File: src/rtl/dmem_arb_pkg.sv
//------------------------------------------------------------------------------
// Module   : dmem_arb_pkg
// Brief    : Shared types, constants and address check for dmem_arbiter.
// Revision : 1.0 - initial release
//------------------------------------------------------------------------------
`default_nettype none

package dmem_arb_pkg;

    localparam int unsigned MEM_BYTES = 8192;

    typedef enum logic [1:0] {
        ST_IDLE  = 2'd0,
        ST_ISSUE = 2'd1,
        ST_RESP  = 2'd2
    } state_t;

    typedef logic req_id_t;

    // Out of range or not on an 8-byte word boundary.
    function automatic logic addr_err(input logic [63:0] addr,
                                      input logic [63:0] limit = 64'(MEM_BYTES));
        return (addr >= limit) || (addr[2:0] != 3'b000);
    endfunction

endpackage

`default_nettype wire

File: src/rtl/rr_arb2.sv
//------------------------------------------------------------------------------
// Module   : rr_arb2
// Brief    : Combinational two-way round-robin picker (one-hot or zero grant).
// Revision : 1.0 - initial release
//------------------------------------------------------------------------------
`default_nettype none

module rr_arb2 (
    input  logic [1:0] i_valid,
    input  logic       i_last_grant,
    output logic [1:0] o_gnt
);

    always_comb begin
        o_gnt = 2'b00;
        case (i_valid)
            2'b01:   o_gnt = 2'b01;
            2'b10:   o_gnt = 2'b10;
            // On a tie the requester not served last time wins.
            2'b11:   o_gnt = i_last_grant ? 2'b01 : 2'b10;
            default: o_gnt = 2'b00;
        endcase
    end

endmodule

`default_nettype wire

File: src/rtl/dmem_arbiter.sv
//------------------------------------------------------------------------------
// Module   : dmem_arbiter
// Brief    : Two-requester round-robin arbiter and strobe sequencer for DataMemory.
// Revision : 1.0 - initial release
//------------------------------------------------------------------------------
`default_nettype none

module dmem_arbiter #(
    parameter int unsigned DATA_W    = 64,
    parameter int unsigned ADDR_W    = 64,
    parameter int unsigned MEM_BYTES = dmem_arb_pkg::MEM_BYTES
) (
    input  logic              clk,
    input  logic              reset,
    input  logic              req_valid_0,
    output logic              req_ready_0,
    input  logic              req_write_0,
    input  logic [ADDR_W-1:0] req_addr_0,
    input  logic [DATA_W-1:0] req_wdata_0,
    output logic              resp_valid_0,
    output logic [DATA_W-1:0] resp_rdata_0,
    output logic              resp_err_0,
    input  logic              req_valid_1,
    output logic              req_ready_1,
    input  logic              req_write_1,
    input  logic [ADDR_W-1:0] req_addr_1,
    input  logic [DATA_W-1:0] req_wdata_1,
    output logic              resp_valid_1,
    output logic [DATA_W-1:0] resp_rdata_1,
    output logic              resp_err_1,
    output logic [ADDR_W-1:0] mem_address,
    output logic [DATA_W-1:0] mem_writeData,
    output logic              mem_MemWrite,
    output logic              mem_MemRead,
    input  logic [DATA_W-1:0] mem_readData
);

    import dmem_arb_pkg::*;

    state_t            r_state;
    state_t            w_next;
    logic              r_last;
    logic              r_write;
    logic              r_err;
    req_id_t           r_id;
    logic [ADDR_W-1:0] r_addr;
    logic [DATA_W-1:0] r_wdata;
    logic [DATA_W-1:0] r_rdata0;
    logic [DATA_W-1:0] r_rdata1;
    logic              r_err0;
    logic              r_err1;

    logic [1:0]        w_valid;
    logic [1:0]        w_gnt;
    logic              w_accept;
    logic              w_sel;
    logic [ADDR_W-1:0] w_addr;
    logic [DATA_W-1:0] w_resp_rdata;

    assign w_valid = {req_valid_1, req_valid_0};

    rr_arb2 u_arb (
        .i_valid      (w_valid),
        .i_last_grant (r_last),
        .o_gnt        (w_gnt)
    );

    assign w_accept = (r_state == ST_IDLE) && (w_gnt != 2'b00);
    assign w_sel    = w_gnt[1];
    assign w_addr   = w_sel ? req_addr_1 : req_addr_0;

    // Reset gates ready directly so it drops in the same cycle reset rises.
    assign req_ready_0 = w_accept && w_gnt[0] && !reset;
    assign req_ready_1 = w_accept && w_gnt[1] && !reset;

    always_ff @(posedge clk or posedge reset) begin
        if (reset) begin
            r_state <= ST_IDLE;
        end else begin
            r_state <= w_next;
        end
    end

    always_comb begin
        w_next = r_state;
        case (r_state)
            ST_IDLE:  if (w_accept) w_next = ST_ISSUE;
            ST_ISSUE: w_next = ST_RESP;
            ST_RESP:  w_next = ST_IDLE;
            default:  w_next = ST_IDLE;
        endcase
    end

    always_ff @(posedge clk or posedge reset) begin
        if (reset) begin
            r_last  <= 1'b1;
            r_write <= 1'b0;
            r_err   <= 1'b0;
            r_id    <= 1'b0;
            r_addr  <= '0;
            r_wdata <= '0;
        end else if (w_accept) begin
            r_last  <= w_sel;
            r_id    <= w_sel;
            r_write <= w_sel ? req_write_1 : req_write_0;
            r_addr  <= w_addr;
            r_wdata <= w_sel ? req_wdata_1 : req_wdata_0;
            r_err   <= addr_err(64'(w_addr), 64'(MEM_BYTES));
        end
    end

    // Stores and rejected commands return zero data.
    assign w_resp_rdata = (r_write || r_err) ? '0 : mem_readData;

    always_ff @(posedge clk or posedge reset) begin
        if (reset) begin
            r_rdata0 <= '0;
            r_err0   <= 1'b0;
            r_rdata1 <= '0;
            r_err1   <= 1'b0;
        end else if (r_state == ST_RESP) begin
            if (r_id == 1'b0) begin
                r_rdata0 <= w_resp_rdata;
                r_err0   <= r_err;
            end else begin
                r_rdata1 <= w_resp_rdata;
                r_err1   <= r_err;
            end
        end
    end

    always_comb begin
        mem_address   = '0;
        mem_writeData = '0;
        mem_MemWrite  = 1'b0;
        mem_MemRead   = 1'b0;
        resp_valid_0  = 1'b0;
        resp_valid_1  = 1'b0;
        if (r_state == ST_ISSUE) begin
            mem_address   = r_addr;
            mem_writeData = r_wdata;
            mem_MemWrite  = !r_err && r_write;
            mem_MemRead   = !r_err && !r_write;
        end
        if (r_state == ST_RESP) begin
            resp_valid_0 = (r_id == 1'b0);
            resp_valid_1 = (r_id == 1'b1);
        end
        // The live value is shown during the pulse, then held by the register.
        resp_rdata_0 = resp_valid_0 ? w_resp_rdata : r_rdata0;
        resp_err_0   = resp_valid_0 ? r_err        : r_err0;
        resp_rdata_1 = resp_valid_1 ? w_resp_rdata : r_rdata1;
        resp_err_1   = resp_valid_1 ? r_err        : r_err1;
    end

endmodule

`default_nettype wire

File: config.mk
export PLATFORM = sky130hd
export DESIGN_NAME = dmem_arbiter
export DESIGN_NICKNAME = d
export VERILOG_FILES = /design/src/rtl/dmem_arb_pkg.sv /design/src/rtl/rr_arb2.sv /design/src/rtl/dmem_arbiter.sv
export SDC_FILE = /design/constraint.sdc
export NUM_CORES = 1
export LEC_CHECK = 0
export BUFFER_PORTS_ARGS = -buffer_cell sky130_fd_sc_hd__buf_4
export CORE_AREA = 4 4 227 229
export DETAILED_ROUTE_END_ITERATION = 8
export DIE_AREA = 0 0 231 233
export PLACE_DENSITY_LB_ADDON = 0.25
export SLEW_MARGIN = 10
export SYNTH_ARGS = -nofsm -noshare
export SYNTH_HDL_FRONTEND = slang
export SYNTH_SLANG_ARGS = --single-unit
File: constraint.sdc
create_clock -name clk -period 8.9 [get_ports clk]
set_input_delay 0.445 -clock clk [delete_from_list [all_inputs] [get_ports clk]]
set_output_delay 0.445 -clock clk [all_outputs]
set_load 0.1 [all_outputs]
==> impl_metrics.csv <==
group,metric,value,unit
status,run_status,"completed",
yosys,yosys_register_bits,264,
place,post_dp_cell_area,0.0168,sq mm
clock_tree,clock_sink_count,264,
sta,fin_crit_sh,39.9,%
setup_path,critPathArrivalTime,3.11,ns
floorplanning,num_io_pins,590,
setup_path,crit_top_cell,"sky130_fd_sc_hd__buf_4",
drt,drc,0,
sta,timing.final.crit_period,3.55,ns
global_routing,overall_overflow_remaining_after_global_route,0,
yosys,synth-compound-area-share,12.7,%
drt,detail_route.wirelength,48400,um
worst_hold_path,timing.hold.worst.class,"primary input to async pin",
yosys,synth-xor-area-share,0,%
clock_tree,num_cts_buffers,34,
pwr,p_leak,8.56,nW
setup_path,rr_startpoint,"r_last",
yosys,synth_area_per_cell,8.55,sq um
yosys,synth_fp_nets,1728,
floorplanning,design.core.area,0.0497,sq mm
setup_path,critical_path.endpoint,"resp_rdata_1[63]",
yosys,synth_largest_type_area_fraction,54.9,%
cells_and_area,sequential_cell_area,0.00661,sq mm
cells_and_area,drive_gt1_share,33.7,%
yosys,ys.warnings.count,0,
drt,drt_first_iter_violations,668,
global_routing,global_route.usage.total,17.1,%
cells_and_area,layout.nets,2257,
sta,worst_slew_margin_rel,31.1,%
yosys,postSynthCellCount,1402,
drt,via_total_after_detailed_routing,11800,
setup_path,critical_path.endpoint_type,"output port",
floorplanning,fp.dieW,231,um
clock_tree,postCtsResizedCells,0,
floorplanning,start_util,24.1,%
sta,final-max-slew-violation-count,0,
sta,finalSetupViolations,0,
yosys,sequential_share_of_the_synthesized_area,55.1,%
pwr,report.power.total,8.22,mW
clock_tree,clock_path_buffers,3,
sta,grt_setup_unrepaired,"no",
floorplanning,die_area,0.0538,sq mm
setup_path,required,8.46,ns
clock_tree,cts_hold_buffers_added,0,
floorplanning,placementRows,82,
clock_tree,clock_insertion_delay_worst_skew,0.52,ns
floorplanning,die_height,233,um
cells_and_area,post-route-cell-area,0.0179,sq mm
setup_path,regToRegEndpoint,"r_err",
yosys,synth.cell_area,0.0120,sq mm
global_routing,grt_pass1_vias,11900,
setup_path,slowest_delay,0.86,ns
yosys,post-synth-top-area-cell,"sky130_fd_sc_hd__dfrtp_1",
sta,clock.fmax,0.282,GHz
sta,fin_tns_setup,0,ns
setup_path,path_cells,"nand3b_1, buf_4, o21ai_0, buf_4",
place,dp.final_hpwl,35500,um
setup_path,worst-path-max-fanout,112,
clock_tree,htree_levels,2,
clock_tree,worst_setup_hold_path_clk_slew,0.05,ns
cells_and_area,syn_to_final_growth,49.2,%
drt,detail-route-antenna-nets,0,
yosys,synth_adder_area_share,0,%
drt,vias_per_cell,4.48,
clock_tree,cts_root_buffer,"sky130_fd_sc_hd__clkbuf_16",
global_routing,antenna_found_initial,5,
yosys,share_of_cell_area_taken_by_muxes_after_synthesis,0,%
drt,post_drt_wl_per_cell,18.4,um
clock_tree,cts_setup_buffers,0,
cells_and_area,area_of_the_multi_input_gates,0.00484,sq mm
sta,timing.final.hold_violations,0,
setup_path,reg2reg_setup_slack,5.67,ns
cells_and_area,num-fill-cells,5258,
global_routing,largest_net_degree_at_the_start_of_global_routing,161,
setup_path,cp-startpoint,"r_state[1]",
yosys,synth_simple_gate_area_share,27.5,%
clock_tree,clock_tree_from_tritoncts,"yes",
yosys,netlist_top_cells_area,"sky130_fd_sc_hd__dfrtp_1 (55%), sky130_fd_sc_hd__nand2_1 (14%), sky130_fd_sc_hd__a31oi_1 (6.7%)",
job,total_of_max_cap_violations,0,
setup_path,crit_slowest_cell,"sky130_fd_sc_hd__buf_4",
setup_path,worstRegToRegCells,7,
setup_path,worstSetupStartpointType,"flip-flop",
pwr,vdd.ir_drop.worst,0.275,mV
global_routing,grt_first_pass_wirelength,71600,um
drt,dr.pass1.iters,5,
setup_path,setup.worst_path.class,"flip-flop to output port",
yosys,yosys.cell_types.count,32,
pwr,power-per-cell-area,459,mW/mm^2
yosys,main_combinational_cell_family_by_area_after_synthesis,"simple AND/OR/NAND/NOR gates",
place,portBuffers,589,
sta,timing.clock.skew,0.0127,ns
sta,worst_pin_slew,1.03,ns
place,globalplace.congestion,0.855,
## stage by stage
| step | utilization [%] | hold slack (ns) | std cells | worst slack, ns |
|---|---|---|---|---|
| final | 36.0 | 0.177 | 2626 | 5.35 |
| after global routing | 36.0 | 0.152 | 2626 | 5.05 |
| after CTS | 36.0 | 0.127 | 2622 | 5.24 |
| after detailed placement | 33.9 | 0.463 | 2567 | 5.39 |
| after global placement | 33.9 | 0.462 | 2567 | 5.44 |
| after floorplan | - | 0.473 | 1402 | 1.19 |
## power breakdown
part | total (mW) | switching [mW] | internal, mW | leakage [nW]
Combinational | 5.06 | 4.05 | 1.01 | 4.76
Clock | 1.31 | 0.522 | 0.792 | 0.517
Sequential | 1.84 | 0.195 | 1.64 | 3.28
Total | 8.22 | 4.77 | 3.45 | 8.56
## cell usage in the layout, fill, tap and decap left out, types with 9 or more instances in the layout
cell                        synthesis  routed
sky130_fd_sc_hd__a31oi_1          129     129
sky130_fd_sc_hd__and2_1           129     129
sky130_fd_sc_hd__buf_4              2     599
sky130_fd_sc_hd__clkbuf_16          0      35
sky130_fd_sc_hd__clkbuf_8           0       9
sky130_fd_sc_hd__dfrtp_1          263     263
sky130_fd_sc_hd__nand2_1          458     458
sky130_fd_sc_hd__nor2_1           135     134
sky130_fd_sc_hd__nor4_1            23      23
sky130_fd_sc_hd__o21ai_0          126     126
## logic make-up (layout without fill, tap and decap cells)
logic type / Yosys count / after routing
buffers and inverters: 110 / 658
DFF: 264 / 264
AOI/OAI and AO/OA: 266 / 266
other: 0 / 4
and+or+nand+nor: 762 / 762
## registers in the layout, indices dropped and copies added (netlist names)
name      count
r_err         1
r_addr       64
r_err1        1
r_wdata      64
r_state       2
r_rdata0     64
r_last        1
r_write       1
r_err0        1
r_rdata1     64
r_id          1
## layer usage
layer | GRT usage [%] | routed length (um)
met5 | 0 | 13
met4 | 4.92 | 1180
met3 | 6.78 | 4890
met2 | 28.2 | 22800
met1 | 20.7 | 19500
## synthesized netlist by cell type
master	number
sky130_fd_sc_hd__a21bo_2	1
sky130_fd_sc_hd__a21boi_4	1
sky130_fd_sc_hd__a31oi_1	129
sky130_fd_sc_hd__and2_1	129
sky130_fd_sc_hd__and3b_1	1
sky130_fd_sc_hd__buf_2	53
sky130_fd_sc_hd__buf_4	2
sky130_fd_sc_hd__buf_6	9
sky130_fd_sc_hd__clkbuf_1	40
sky130_fd_sc_hd__clkbuf_2	2
sky130_fd_sc_hd__dfrtp_1	263
sky130_fd_sc_hd__dfstp_2	1
sky130_fd_sc_hd__inv_1	3
sky130_fd_sc_hd__inv_2	1
sky130_fd_sc_hd__nand2_1	458
sky130_fd_sc_hd__nand3_1	1
sky130_fd_sc_hd__nand3b_1	1
sky130_fd_sc_hd__nand4_1	7
sky130_fd_sc_hd__nor2_1	135
sky130_fd_sc_hd__nor2b_1	1
sky130_fd_sc_hd__nor3_1	2
sky130_fd_sc_hd__nor4_1	23
sky130_fd_sc_hd__nor4_2	1
sky130_fd_sc_hd__o2111ai_1	1
sky130_fd_sc_hd__o21a_1	1
sky130_fd_sc_hd__o21ai_0	126
sky130_fd_sc_hd__o21ai_1	5
sky130_fd_sc_hd__o21ai_2	1
sky130_fd_sc_hd__o22ai_1	1
sky130_fd_sc_hd__or3b_4	1
sky130_fd_sc_hd__or4_1	1
sky130_fd_sc_hd__or4_4	1
## area by class of cell
| type | instances | share of cell area [%] |
|---|---|---|
| inverter | 4 | 0.168 |
| clock buffer | 51 | 5.74 |
| timing repair buffer | 599 | 25.1 |
| tap | 672 | 4.70 |
| clock inverter | 4 | 0.168 |
| multi-input combinational | 1028 | 27.1 |
| antenna | 4 | 0.0560 |
| sequential | 264 | 36.9 |
## worst min path at each step
stage	start	endpoint	slack [ns]	cells after the start
2_1_floorplan	r_id	r_id	0.47	2
3_3_place_gp	r_err0	r_err0	0.46	2
3_5_place_dp	r_err0	r_err0	0.46	2
4_1_cts	req_wdata_1[45]	r_wdata[45]	0.13	3
5_1_grt	req_wdata_1[25]	r_wdata[25]	0.15	3
6_report	reset	r_rdata0[51]	0.18	2
## worst max-delay path: cells and delay by family (launching register included)
family,cells,cell delay [ns]
flops,1,0.42
compound gates,1,0.34
buf+inv,2,1.18
simple gates,1,0.55
(Power assumes the default switching activity.)
